**src/rtl/cpu_seq_pkg.sv**
```systemverilog
// Shared types for the single-cycle MIPS step sequencer: the sequencer
// state encoding, the register-address width and a port-ownership helper.
package cpu_seq_pkg;

  localparam int REG_ADDR_W = 5;

  typedef enum logic [1:0] {
    INSPECT  = 2'd0,
    SETTLE_C = 2'd1,
    RUN      = 2'd2,
    SETTLE_I = 2'd3
  } seq_state_t;

  // The processor drives register-file port 1 in SETTLE_C and RUN.
  // The inspector drives it in the other two states.
  function automatic logic owns_cpu(seq_state_t s);
    return (s == SETTLE_C) || (s == RUN);
  endfunction

endpackage

```
**src/rtl/cpu_step_sequencer_sync_edge.sv**
```systemverilog
// sync_edge: two-flop synchronizer for an asynchronous level, followed by a
// registered rising-edge detector. The output level appears two cycles after
// the input changes. The edge pulse appears one cycle after that and is
// exactly one cycle wide.
module sync_edge (
  input  logic clk,
  input  logic reset,
  input  logic din,
  output logic level,
  output logic rise
);

  logic meta_q;
  logic sync_q;
  logic prev_q;

  // Synchronizer chain plus the one-cycle rising-edge pulse.
  always_ff @(posedge clk) begin
    if (reset) begin
      meta_q <= 1'b0;
      sync_q <= 1'b0;
      prev_q <= 1'b0;
      rise   <= 1'b0;
    end else begin
      meta_q <= din;
      sync_q <= meta_q;
      prev_q <= sync_q;
      rise   <= sync_q & ~prev_q;
    end
  end

  assign level = sync_q;

endmodule

```
**src/rtl/cpu_step_sequencer.sv**
```systemverilog
// cpu_step_sequencer: owns the processor clock-enable for the single-cycle
// MIPS datapath and arbitrates register-file read port 1 between the processor
// and the switch-driven register inspector.
//
// Free-run issues one cpu_ce per tick while switchRun is high. A rising edge
// on stepBtn in INSPECT runs exactly one instruction. After every change of
// port owner, the port is held idle for SETTLE cycles.
//
// Optional feature: define CPU_SEQ_BREAKPOINT_EN to add the breakpoint inputs
// bp_valid, bp_addr and pc, and the bp_hit output.
//
// All outputs are registered. Each output is computed from the next state, so
// the output and the state change on the same edge. A cpu_ce pulse therefore
// always falls in a cycle where the state is RUN and the processor owns the
// port. The SETTLE parameter must be at least 1.
module cpu_step_sequencer
  import cpu_seq_pkg::*;
#(
  parameter int CNT_W  = 16,
  parameter int SETTLE = 2
) (
  input  logic                  clk,
  input  logic                  reset,
  input  logic                  tick,
  input  logic                  switchRun,
  input  logic                  stepBtn,
  input  logic [REG_ADDR_W-1:0] SwitchSelector,
  input  logic [REG_ADDR_W-1:0] cpu_read_addr,
  input  logic                  cpu_RegWrite,
  output logic                  cpu_ce,
  output logic [REG_ADDR_W-1:0] rf_read_addr_1,
  output logic                  rf_RegWrite,
  output logic                  view_pc,
  output logic [CNT_W-1:0]      retired,
  output logic                  LEDIndicator
`ifdef CPU_SEQ_BREAKPOINT_EN
  ,
  input  logic                  bp_valid,
  input  logic [7:0]            bp_addr,
  input  logic [7:0]            pc,
  output logic                  bp_hit
`endif
);

  localparam int SW = (SETTLE > 1) ? $clog2(SETTLE) : 1;
  localparam logic [SW-1:0] SETTLE_LAST = SW'(SETTLE - 1);

  // Synchronized inputs.
  logic run_level;
  logic run_rise;
  logic step_level;
  logic step_rise;

  sync_edge u_run_sync (
    .clk   (clk),
    .reset (reset),
    .din   (switchRun),
    .level (run_level),
    .rise  (run_rise)
  );

  sync_edge u_step_sync (
    .clk   (clk),
    .reset (reset),
    .din   (stepBtn),
    .level (step_level),
    .rise  (step_rise)
  );

  // The FSM state and the settle counter.
  // step_mode marks a single-step excursion. That excursion issues its one
  // pulse without waiting for a tick and then always returns to INSPECT.
  seq_state_t    state;
  seq_state_t    state_next;
  logic          step_mode;
  logic          step_next;
  logic [SW-1:0] settle_cnt;
  logic [SW-1:0] cnt_next;
  logic          ce_next;
  logic          bp_set;
  logic          bp_match;
  logic          bp_hold;

`ifdef CPU_SEQ_BREAKPOINT_EN
  assign bp_match = bp_valid && (pc == bp_addr);
  assign bp_hold  = bp_hit;

  // A breakpoint latches bp_hit. bp_hit clears on the next step or on a new
  // rising edge of switchRun. While bp_hit is set, a high switchRun does not
  // restart free-run.
  always_ff @(posedge clk) begin
    if (reset) begin
      bp_hit <= 1'b0;
    end else if (bp_set) begin
      bp_hit <= 1'b1;
    end else if (step_rise || run_rise) begin
      bp_hit <= 1'b0;
    end
  end

  logic unused_sync;
  assign unused_sync = step_level;
`else
  assign bp_match = 1'b0;
  assign bp_hold  = 1'b0;

  logic unused_sync;
  assign unused_sync = ^{step_level, run_rise, bp_set};
`endif

  // State register.
  always_ff @(posedge clk) begin
    if (reset) begin
      state      <= INSPECT;
      step_mode  <= 1'b0;
      settle_cnt <= '0;
    end else begin
      state      <= state_next;
      step_mode  <= step_next;
      settle_cnt <= cnt_next;
    end
  end

  // Next-state logic and the next value of cpu_ce.
  // The settle counter returns to zero whenever it is not counting. Each
  // settle state therefore starts counting from zero.
  always_comb begin
    state_next = state;
    step_next  = step_mode;
    cnt_next   = '0;
    ce_next    = 1'b0;
    bp_set     = 1'b0;
    case (state)
      INSPECT: begin
        if (run_level && !bp_hold) begin
          state_next = SETTLE_C;
          step_next  = 1'b0;
        end else if (step_rise) begin
          state_next = SETTLE_C;
          step_next  = 1'b1;
        end
      end
      SETTLE_C: begin
        if (settle_cnt == SETTLE_LAST) begin
          state_next = RUN;
          ce_next    = step_mode ? 1'b1 : (tick & ~bp_match);
        end else begin
          cnt_next = settle_cnt + SW'(1);
        end
      end
      RUN: begin
        if (step_mode) begin
          // The step pulse is issued in this cycle. Return the port to the
          // inspector next.
          state_next = SETTLE_I;
          step_next  = 1'b0;
        end else if (!cpu_ce && bp_match) begin
          state_next = SETTLE_I;
          bp_set     = 1'b1;
        end else if (tick && !cpu_ce) begin
          // Stay in RUN for the pulse cycle, even if switchRun has fallen.
          ce_next = 1'b1;
        end else if (!run_level) begin
          state_next = SETTLE_I;
        end
      end
      SETTLE_I: begin
        if (settle_cnt == SETTLE_LAST) begin
          state_next = INSPECT;
        end else begin
          cnt_next = settle_cnt + SW'(1);
        end
      end
      default: state_next = INSPECT;
    endcase
  end

  // Registered outputs. Each one is computed from the next state, so it
  // changes in the same cycle the new state is entered.
  always_ff @(posedge clk) begin
    if (reset) begin
      cpu_ce         <= 1'b0;
      rf_RegWrite    <= 1'b0;
      rf_read_addr_1 <= SwitchSelector;
      view_pc        <= 1'b0;
      retired        <= '0;
      LEDIndicator   <= 1'b0;
    end else begin
      cpu_ce         <= ce_next;
      rf_RegWrite    <= ce_next & cpu_RegWrite;
      rf_read_addr_1 <= owns_cpu(state_next) ? cpu_read_addr : SwitchSelector;
      view_pc        <= (state_next == RUN);
      if (ce_next) begin
        retired      <= retired + CNT_W'(1);
        LEDIndicator <= ~LEDIndicator;
      end
    end
  end

endmodule

```
**config.mk**
```make
export PLATFORM = sky130hd
export DESIGN_NAME = cpu_step_sequencer
export DESIGN_NICKNAME = d
export VERILOG_FILES = /design/src/rtl/cpu_seq_pkg.sv /design/src/rtl/cpu_step_sequencer_sync_edge.sv /design/src/rtl/cpu_step_sequencer.sv
export SDC_FILE = /design/constraint.sdc
export NUM_CORES = 1
export LEC_CHECK = 0
export CORE_MARGIN = 2
export CORE_UTILIZATION = 40
export DETAILED_ROUTE_END_ITERATION = 10
export PLACE_DENSITY = 0.71
export SETUP_SLACK_MARGIN = 0.15
export SLEW_MARGIN = 20
export SYNTH_ARGS = -nofsm -noshare
export SYNTH_HDL_FRONTEND = slang
export SYNTH_SLANG_ARGS = --single-unit
```
**constraint.sdc**
```tcl
create_clock -name clk -period 2.15 [get_ports clk]
set_clock_uncertainty 0.1 [all_clocks]
set_input_delay 0.3225 -clock clk [delete_from_list [all_inputs] [get_ports clk]]
set_output_delay 0.3225 -clock clk [all_outputs]
set_load 0.02 [all_outputs]
```
== After elaboration in Yosys (flattened, before gate mapping) ==
Index checks and enable logic that the tools add are counted.

* Bits in registers: 35
* Bits of input ports: 16
* Output and inout port bits: 25
* Word-level logic and storage cells: 54

* Add/subtract/negate cells: 2
* Equal/unequal tests: 6
* Mux-type cells: 18
* Bitwise logic cells: 5
* Reduce and logical (&&, ||, !) cells: 8

{| class="wikitable"
|+ Operator list
! kind !! count
|-
| $add A16 B1 Y16 const B || 1
|-
| $mux W2 || 7
|-
| $mux W5 || 2
|-
| $pmux W2 S4 || 1
|-
| $eq A2 B2 Y1 const B || 3
|-
| $mux W1 || 6
|-
| $eq A2 B1 Y1 const B || 2
|-
| $pmux W1 S2 || 2
|-
| $ne A3 B1 Y1 const B || 1
|-
| $not A1 Y1 || 3
|-
| $reduce_or A3 Y1 || 1
|-
| $and A1 B1 Y1 || 2
|-
| $logic_not A2 Y1 || 1
|-
| $reduce_and A2 Y1 || 1
|-
| $reduce_bool A2 Y1 || 1
|-
| $reduce_or A2 Y1 || 1
|-
| $add A1 B1 Y1 const B || 1
|-
| $logic_and A1 B1 Y1 || 1
|-
| $logic_not A1 Y1 || 1
|-
| $logic_or A1 B1 Y1 || 1
|}

== Depth between registers and ports, before layout ==
Gate-level depths: netlist of the first run.

* Depth after elaboration: 9
* Mapped depth: 8

== Modules after synthesis ==
A second synthesis of the first run with hierarchy kept.

* Cell total of the unflattened synthesis: 168
* Area total of the unflattened synthesis: 1595.3 um^2

{| class="wikitable"
|+ By module, submodules not included
! module !! instances !! cells each !! area an instance (um^2) !! seq. area each (um^2)
|-
| cpu_step_sequencer || 1 || 152 || 1372.6 || 580.6
|-
| sync_edge || 2 || 8 || 111.4 || 80.1
|}

== Worst setup path after synthesis of the first run ==
OpenSTA, ideal clock, no wires.

* Kind: reg-to-reg
* Start: register state[0]
* End: register rf_read_addr_1[0]
* Arrival time: 2.026 ns
* Data required time: 1.929 ns
* Slack: -0.097 ns
* Stages on the path, launching flop included: 9
* Cell sequence: dfxtp_1 inv_1 ha_1 nor3b_1 o21bai_1 o2bb2ai_1 ha_1 nor2_1 mux2_2

* Elaborated cells between the ends (all ways): 17

{| class="wikitable"
|+ RTL lines
! element !! line !! text
|-
| from (decl) || cpu_step_sequencer.sv:73 || <nowiki>seq_state_t state;</nowiki>
|-
| from (signal assigned) || cpu_step_sequencer.sv:118 || <nowiki>state <= state_next;</nowiki>
|-
| $eq A2 B2 Y1 (tied with other cells) || cpu_step_sequencer.sv:133 || <nowiki>case (state)</nowiki>
|-
| $pmux W2 S4 * || cpu_step_sequencer.sv:133 ||
|-
| via state_next[1] || cpu_step_sequencer.sv:74 || <nowiki>seq_state_t state_next;</nowiki>
|-
| $eq A2 B1 Y1 or $eq A2 B2 Y1 (tied branches) || cpu_seq_pkg.sv:17 || <nowiki>return (s == SETTLE_C) || (s == RUN);</nowiki>
|-
| $logic_or A1 B1 Y1 * || cpu_seq_pkg.sv:17 ||
|-
| $mux W5 * || cpu_step_sequencer.sv:191 || <nowiki>rf_read_addr_1 <= owns_cpu(state_next) ? cpu_read_addr : SwitchSelector;</nowiki>
|-
| $mux W5 * || cpu_step_sequencer.sv:181 || <nowiki>if (reset) begin</nowiki>
|-
| to (signal assigned) || cpu_step_sequencer.sv:184 || <nowiki>rf_read_addr_1 <= SwitchSelector;</nowiki>
|-
| to (signal assigned) || cpu_step_sequencer.sv:191 ||
|-
| to (decl) || cpu_step_sequencer.sv:31 || <nowiki>output logic [REG_ADDR_W-1:0] rf_read_addr_1,</nowiki>
|}

The timed path passes the listed nets; every way through them passes the cells marked *.
A chain may end at the register's enable or synchronous reset.

== Worst setup path in the final report of the first run ==
* Start: register state[0]
* End: register rf_read_addr_1[1]

Same word-level chain as after synthesis.

==> results of run 1 <==
==> per-stage QoR <==
step / util, % / setup TNS, ns / setup WS [ns]
6_report: 65.7 / 0 / 0.0583
5_1_grt: 65.7 / 0 / 0.0184
4_1_cts: 63.2 / 0 / 0.0505
3_5_place_dp: 56.5 / -0.644 / -0.135
3_3_place_gp: 56.5 / -0.380 / -0.0767
2_1_floorplan: - / 0 / 0.148
==> kinds of logic (layout without fill, tap and decap cells) <==
logic type	Yosys count	after routing	synth area share, %
AND/OR/NAND/NOR	56	56	21.1
buffers and inverters	8	73	2.52
flip-flops	35	35	47.1
AO/OA/AOI/OAI	32	33	14.4
multiplexers	7	7	5.21
adder cells (fa/ha/maj)	6	6	5.04
XOR/XNOR	8	8	4.71
==> layout make-up <==
type,count,area [um2]
clock buffers,5,68.8
clock inverters,3,20.0
fillers,300,1240
inverters,2,12.5
multi-input cells,110,926
flip-flops and latches,35,708
well taps,48,60.1
repair buffers,63,573
==> synthesized netlist by cell type (all sizes together), types with 2 or more instances <==
cell type and n:
a21oi 12, o31ai 7, nor2b 10, nand2 5
nand4 5, o21bai 2, clkbuf 3, a211oi 3
xnor2 6, dfxtp 35, inv 2, nand3 5
ha 6, xor2 2, a2111oi 2, nor2 17
and4 3, o21ai 3, or4 7, mux2 6
buf 3
==> worst max-delay path by stage <==
stage | start | end
6_report | state[0]$_SDFF_PP0_ | rf_read_addr_1[1]$_DFF_P_
5_1_grt | state[0]$_SDFF_PP0_ | rf_read_addr_1[1]$_DFF_P_
4_1_cts | state[1]$_SDFF_PP0_ | rf_read_addr_1[4]$_DFF_P_
3_5_place_dp | tick | rf_read_addr_1[0]$_DFF_P_
3_3_place_gp | tick | rf_read_addr_1[0]$_DFF_P_
2_1_floorplan | state[1]$_SDFF_PP0_ | rf_read_addr_1[0]$_DFF_P_
==> power breakdown <==
part           internal [mW]  switching [mW]
sequential             0.678          0.0171
combinational          0.185           0.144
clock                  0.225           0.245
==> repair_timing <==
action | 4_1_cts | 5_1_grt
resized for setup | 16 | 17
pin swaps | 20 | 9
gates cloned | 1 | 0
endpoints found under the setup margin | 14 | 18
setup buffers | 10 | 3
==> worst max-delay path, cell delays in order, from the launching register on <==
cell and delay, ns:
sky130_fd_sc_hd__dfxtp_4 0.36, sky130_fd_sc_hd__inv_4 0.08, sky130_fd_sc_hd__ha_4 0.16, sky130_fd_sc_hd__nor3b_4 0.21
sky130_fd_sc_hd__o21bai_1 0.16, sky130_fd_sc_hd__o2bb2ai_2 0.16, sky130_fd_sc_hd__ha_4 0.24, sky130_fd_sc_hd__nor2_4 0.17
sky130_fd_sc_hd__mux2_2 0.35
==> metal layers <==
layer  track usage, %  vias to the layer above  wire length, um
li1                 -                      686                -
met1             21.0                      658             1510
met2             32.5                       44             1910
met3             8.51                        7              265
met4             7.29                        0               59
met5                0                        -                0
==> results.md, run 1 <==
- Hold WS: 0.281 ns
- Number of enable flip-flop cells after synthesis: 0
- Depth of the worst hold-timing path: 1
- Number of antenna cells inserted: 0
- Count of unique library cells instantiated by Yosys: 30
- Top cell type's share of synthesized area: 47.1%
- Number of placement rows: 22
- Leading cell type in the layout, fill and taps excluded: sky130_fd_sc_hd__clkdlybuf4s50_1
- Maximum number of pins on one net before global-route repair: 19
- Leading cell types in the layout, fill and taps excluded: sky130_fd_sc_hd__clkdlybuf4s50_1 (40), sky130_fd_sc_hd__dfxtp_1 (33), sky130_fd_sc_hd__buf_4 (23)
- Final number of setup-violating endpoints: 0
- Required time of the critical path: 2.23 ns
- Power density over the cells: 631 mW/mm2
- Setup crit end kind: flip-flop
- Antenna violations before repair: 0
- Layout area overhead: 59.1%
- Class of the tightest hold or removal check: flip-flop to flip-flop
- Buffer type at the clock tree root: sky130_fd_sc_hd__clkbuf_8
- Clock buffer count from CTS: 5
- Synth Warn #: 0
- Y dimension of the die: 65.0 um
- Half-perimeter wire length after detailed placement: 2560 um
- Post-Synthesis Cells: 152
- Worst reg2reg setup slack: 0.06 ns
- Share of the yosys chip area belonging to registers: 47.1%
- Status: finished clean
- Number of hold buffers added after cts: 0
- Clock insertion delay at the later pin of the skew report: 0.29 ns
- Placeable core region: 0.00361 mm2
- Global routing usage summed across all routing layers: 19.2%
- Clk pin slew, worst setup/hold paths: 0.07 ns
- Drc violations: 0
- CP Data Arrival Time: 2.17 ns
- Reg2Reg Depth: 8
- Net count after synthesis: 174
- Highest achievable clock rate: 0.478 GHz
- Worst Path Max Fanout: 5
- Final RePlAce weighted congestion: 0.909
- Post-Synthesis Mean Instance Area: 9.80 um2
- Biggest registers after layout: retired: 16 flops, rf_read_addr_1: 5 flops, state: 2 flops
- Wire length after detailed routing: 3750 um
- Fraction of the cycle the final worst path needs: 97.3%
- Tmin final: 2.09 ns
- Crit Reg-Reg Startpoint: state[0]$_SDFF_PP0_
- Max H-tree Level: 2
- Instance count after placement with tap cells included: 244
- Worst Path Class, Setup: flip-flop to flip-flop
- Slew Limit Fails: 0
- Hold violation total from the final report: 0
- DR vias: 1395
- Boundary Pins: 41
- Routed length per placed instance: 14.1 um
- Count of antenna-violating nets left after detailed routing: 0
- Hold path startpoint: u_step_sync.prev_q$_SDFF_PP0_
- Die outline area: 0.00423 mm2
- Overall overflow remaining after global route: 0
- Cell accounting for the most synthesized area: sky130_fd_sc_hd__dfxtp_1
- Largest register by flop count: retired
- Effective utilization at floorplan: 41.3%
- Count of maximum capacitance violations: 0
- Worst voltage drop across the vdd grid: 0.364 mV
- Final instance area: 0.00237 mm2
- First-pass GRT wire length: 6190 um
- Register bit total from synthesis: 35
- Post-Syn Area: 0.00149 mm2
- Proportion of synthesized flip-flops having asynchronous set or reset: 0%
- Fin nets: 239
- Routed via count divided by cell count: 5.24
- Max Buffers Root-to-Sink: 2
- Instance area after placement: 0.00204 mm2
- Rel. slew slack: 67.9%
- Cells taking the most area after synthesis: sky130_fd_sc_hd__dfxtp_1 (47%), sky130_fd_sc_hd__ha_1 (5.0%), sky130_fd_sc_hd__mux2_2 (4.5%)
- Number of port buffers: 40
- Number of detailed-routing iterations run before antenna repair: 4
- Unrepaired setup endpoints after global routing: true
- Total power of the final layout: 1.49 mW
- Vias in the first global route: 1464
- Largest register FFs: 16
- Main flop type after synthesis: sky130_fd_sc_hd__dfxtp_1
- Worst Hold End: u_step_sync.rise$_SDFF_PP0_
- TritonCTS Sinks: 35
- Fraction of layout instances using a drive strength above 1: 30.7%
- Finished Layout Cells: 266
- Nature of the critical path startpoint: flip-flop
- Initial DRC count: 61
- Clock tree from TritonCTS: done
- Horiz. Die Dim: 65.0 um
- Transition at the pin with the smallest max-transition slack: 0.479 ns
- Static leakage: 0.825 nW
- Capturing point of the worst reg2reg path: rf_read_addr_1[1]$_DFF_P_
Power figures use the tool's default switching activity.
==> run 2, diff against run 1 <==
--- a/config.mk
+++ b/config.mk
@@ -5,12 +5,14 @@
 export SDC_FILE = /design/constraint.sdc
 export NUM_CORES = 1
 export LEC_CHECK = 0
+export CAP_MARGIN = 20
 export CORE_MARGIN = 2
 export CORE_UTILIZATION = 40
 export DETAILED_ROUTE_END_ITERATION = 10
-export PLACE_DENSITY = 0.71
+export PLACE_DENSITY = 0.7
 export SETUP_SLACK_MARGIN = 0.15
 export SLEW_MARGIN = 20
 export SYNTH_ARGS = -nofsm -noshare
 export SYNTH_HDL_FRONTEND = slang
+export SYNTH_HIERARCHICAL = 1
 export SYNTH_SLANG_ARGS = --single-unit
==> run 2 against run 1 <==
  * Routed wire length grew 6.7%
  * Largest power group is now combinational cells
  * Fmax fell by 0.35%
  * First-iteration DRC count increased by 80%
  * Global-route usage increased by 0.63 points
  * Core utilization increased by 1.4 points
  * Flip-flop and latch count stayed put
  * Critical path type unchanged
  * Die area up 3.0%
  * Register-to-register slack about the same
  * Via count up 3.9%
  * Non-clock buffer count is 3 higher
  * Sequential share of layout area down 1.3 points
  * Sequential power grew 14%
==> results.md, run 2 <==
- Status: finished clean
- Maximum number of pins on one net before global-route repair: 18 (-1)
- Instance count after placement with tap cells included: 262 (+7.4%)
- Antenna violations before repair: 0 (unchanged)
- Layout area overhead: 61.1%
- Required time of the critical path: 2.22 ns (about the same)
- Number of port buffers: 40 (unchanged)
- Finished Layout Cells: 280 (+5.3%)
- Static leakage: 0.870 nW (+5.4%)
- Nature of the critical path startpoint: flip-flop
- Drc violations: 0 (unchanged)
- Count of fill cells added during filler insertion: 288 (-4.0%)
- Capturing point of the worst reg2reg path: rf_read_addr_1[3]$_DFF_P_
- Clock tree from TritonCTS: done
- Placeable core region: 0.00369 mm2 (+2.3%)
- First-pass GRT wire length: 6510 um (+5.2%)
- Overall overflow remaining after global route: 0 (unchanged)
- Vias in the first global route: 1490 (+1.8%)
- Setup crit end kind: flip-flop
- Final RePlAce weighted congestion: 0.788 (-13%)
- Synth Warn #: 6 (+6)
- Biggest registers after layout: retired: 16 flops, rf_read_addr_1: 5 flops, state: 2 flops
- Half-perimeter wire length after detailed placement: 2670 um (+4.3%)
- Reg2Reg Depth: 8 (unchanged)
- Highest metal layer with signal wires: met4
- Worst Hold End: u_step_sync/rise$_SDFF_PP0_
- Y dimension of the die: 66.0 um (+1.5%)
- Hold WS: 0.305 ns (+0.0236 ns)
- Count of maximum capacitance violations: 0 (unchanged)
- Depth of the worst hold-timing path: 1 (unchanged)
- Transition at the pin with the smallest max-transition slack: 0.298 ns (-0.181 ns)
- Post-Synthesis Cells: 164 (+7.9%)
- Leading cell type in the layout, fill and taps excluded: sky130_fd_sc_hd__clkdlybuf4s50_1
- Crit Reg-Reg Startpoint: state[1]$_SDFF_PP0_
- Net count after synthesis: 187 (+7.5%)
- Power density over the cells: 884 mW/mm2 (+40%)
- Instance area after placement: 0.00211 mm2 (+3.4%)
- Worst Path Class, Setup: flip-flop to flip-flop
- Final number of setup-violating endpoints: 0 (unchanged)
- Clk pin slew, worst setup/hold paths: 0.07 ns (about the same)
- Number of antenna cells inserted: 0 (unchanged)
- Highest achievable clock rate: 0.476 GHz (-0.35%)
- CP Data Arrival Time: 2.17 ns (about the same)
- Rel. slew slack: 80.1% (+12 points)
- Fin nets: 255 (+6.7%)
- Worst reg2reg setup slack: 0.05 ns (about the same)
- Met3 routed wirelength: 268 um (+1.1%)
- Routed length per placed instance: 14.3 um (+1.4%)
- Hold path startpoint: u_step_sync/prev_q$_SDFF_PP0_
- Largest register by flop count: retired
- Worst Path Max Fanout: 5 (unchanged)
- Metal-1 WL: 1710 um (+13%)
- Die outline area: 0.00435 mm2 (+3.0%)
- Max H-tree Level: 2 (unchanged)
- Number of detailed-routing iterations run before antenna repair: 4 (unchanged)
- Met2 wirelength from detailed routing: 1980 um (+3.3%)
- Number of placement rows: 22 (unchanged)
- Unrepaired setup endpoints after global routing: true
- Global routing usage summed across all routing layers: 19.8% (+0.63 points)
- Wire length after detailed routing: 4000 um (+6.7%)
- Largest register FFs: 16 (unchanged)
- Fraction of layout instances using a drive strength above 1: 33.6% (+2.9 points)
- Post-Synthesis Mean Instance Area: 9.37 um2 (-4.4%)
- Fraction of the cycle the final worst path needs: 97.6% (+0.35 points)
- TritonCTS Sinks: 35 (unchanged)
- Buffer type at the clock tree root: sky130_fd_sc_hd__clkbuf_8
- Horiz. Die Dim: 66.0 um (+1.5%)
- DP Worst Slack: -0.321 ns (-0.186 ns)
- Class of the tightest hold or removal check: flip-flop to flip-flop
- Post-Syn Area: 0.00154 mm2 (+3.2%)
- Tmin final: 2.10 ns (+0.00744 ns)
- Clock buffer count from CTS: 5 (unchanged)
- Post-layout worst setup margin: 0.0508 ns (-0.00744 ns)
- DR vias: 1450 (+3.9%)
- Max Buffers Root-to-Sink: 2 (unchanged)
- Worst voltage drop across the vdd grid: 0.550 mV (+51%)
- Count of antenna-violating nets left after detailed routing: 0 (unchanged)
- Slew Limit Fails: 0 (unchanged)
- Effective utilization at floorplan: 41.7% (+0.36 points)
- Clock insertion delay at the later pin of the skew report: 0.28 ns (about the same)
- Routed via count divided by cell count: 5.18 (-1.3%)
- Boundary Pins: 41 (unchanged)
- Initial DRC count: 110 (+80%)
- Hold violation total from the final report: 0 (unchanged)
- Leading cell types in the layout, fill and taps excluded: sky130_fd_sc_hd__clkdlybuf4s50_1 (40), sky130_fd_sc_hd__dfxtp_1 (33), sky130_fd_sc_hd__buf_4 (25)
- Number of hold buffers added after cts: 0 (unchanged)
- Final instance area: 0.00247 mm2 (+4.5%)
run 2: worst max path at each step:
stage | startpoint | end | slack [ns] | depth (start not counted)
final | state[1]$_SDFF_PP0_ | rf_read_addr_1[3]$_DFF_P_ | 0.05 | 8
after global routing | state[1]$_SDFF_PP0_ | rf_read_addr_1[3]$_DFF_P_ | 0.006 | 8
after CTS | state[0]$_SDFF_PP0_ | retired[9]$_SDFFE_PP0N_ | 0.06 | 7
after detailed placement | tick | rf_read_addr_1[3]$_DFF_P_ | -0.32 | 7
after global placement | tick | rf_read_addr_1[3]$_DFF_P_ | -0.22 | 7
after floorplan | state[0]$_SDFF_PP0_ | retired[15]$_SDFFE_PP0N_ | 0.07 | 8
run 2: area by class of cell:
cell class                      instances  area (um2)  area share, %
Timing Repair Buffer                   66         599           24.2
Clock inverter                          1        5.00          0.202
Tap cell                               48        60.1           2.43
Sequential cell                        35         708           28.6
Clock buffer                            6        82.6           3.34
Inverter                                7        33.8           1.37
Multi-Input combinational cell        117         986           39.8
run 2: routing by layer:
layer	vias up	track usage, %
met5	-	0
met4	0	6.38
met3	5	9.03
met2	40	33.0
met1	683	22.5
li1	722	-
run 2: power breakdown:
| part | leakage [nW] | internal (mW) | switching [mW] |
|---|---|---|---|
| Sequential | 0.287 | 0.729 | 0.0666 |
| Clock | 0.0470 | 0.251 | 0.224 |
| Combinational | 0.536 | 0.500 | 0.417 |
| Total | 0.870 | 1.48 | 0.707 |
run 2: timing repair:
item                                    in CTS  in global routing
gates resized for setup                     32                 24
buffers inserted                             8                  3
pin swaps                                   11                 14
endpoints found under the setup margin      11                 20
run 2: through the flow:
stage / utilization (%) / TNS (ns) / total power, mW
after floorplan: - / 0 / 1.14
after CTS: 64.3 / 0 / 2.10
after detailed placement: 57.1 / -1.63 / 1.39
final: 67.1 / 0 / 2.19
after global routing: 67.1 / 0 / 2.31
after global placement: 57.1 / -1.11 / 1.37
run 2: worst max-delay path, stage by stage, from the launching register on:
cell                      delay [ns]
sky130_fd_sc_hd__dfxtp_4        0.39
sky130_fd_sc_hd__inv_4          0.10
sky130_fd_sc_hd__ha_4           0.15
sky130_fd_sc_hd__buf_4          0.11
sky130_fd_sc_hd__o22ai_2        0.07
sky130_fd_sc_hd__a22oi_2        0.28
sky130_fd_sc_hd__ha_4           0.26
sky130_fd_sc_hd__nor2_4         0.20
sky130_fd_sc_hd__mux2_4         0.32
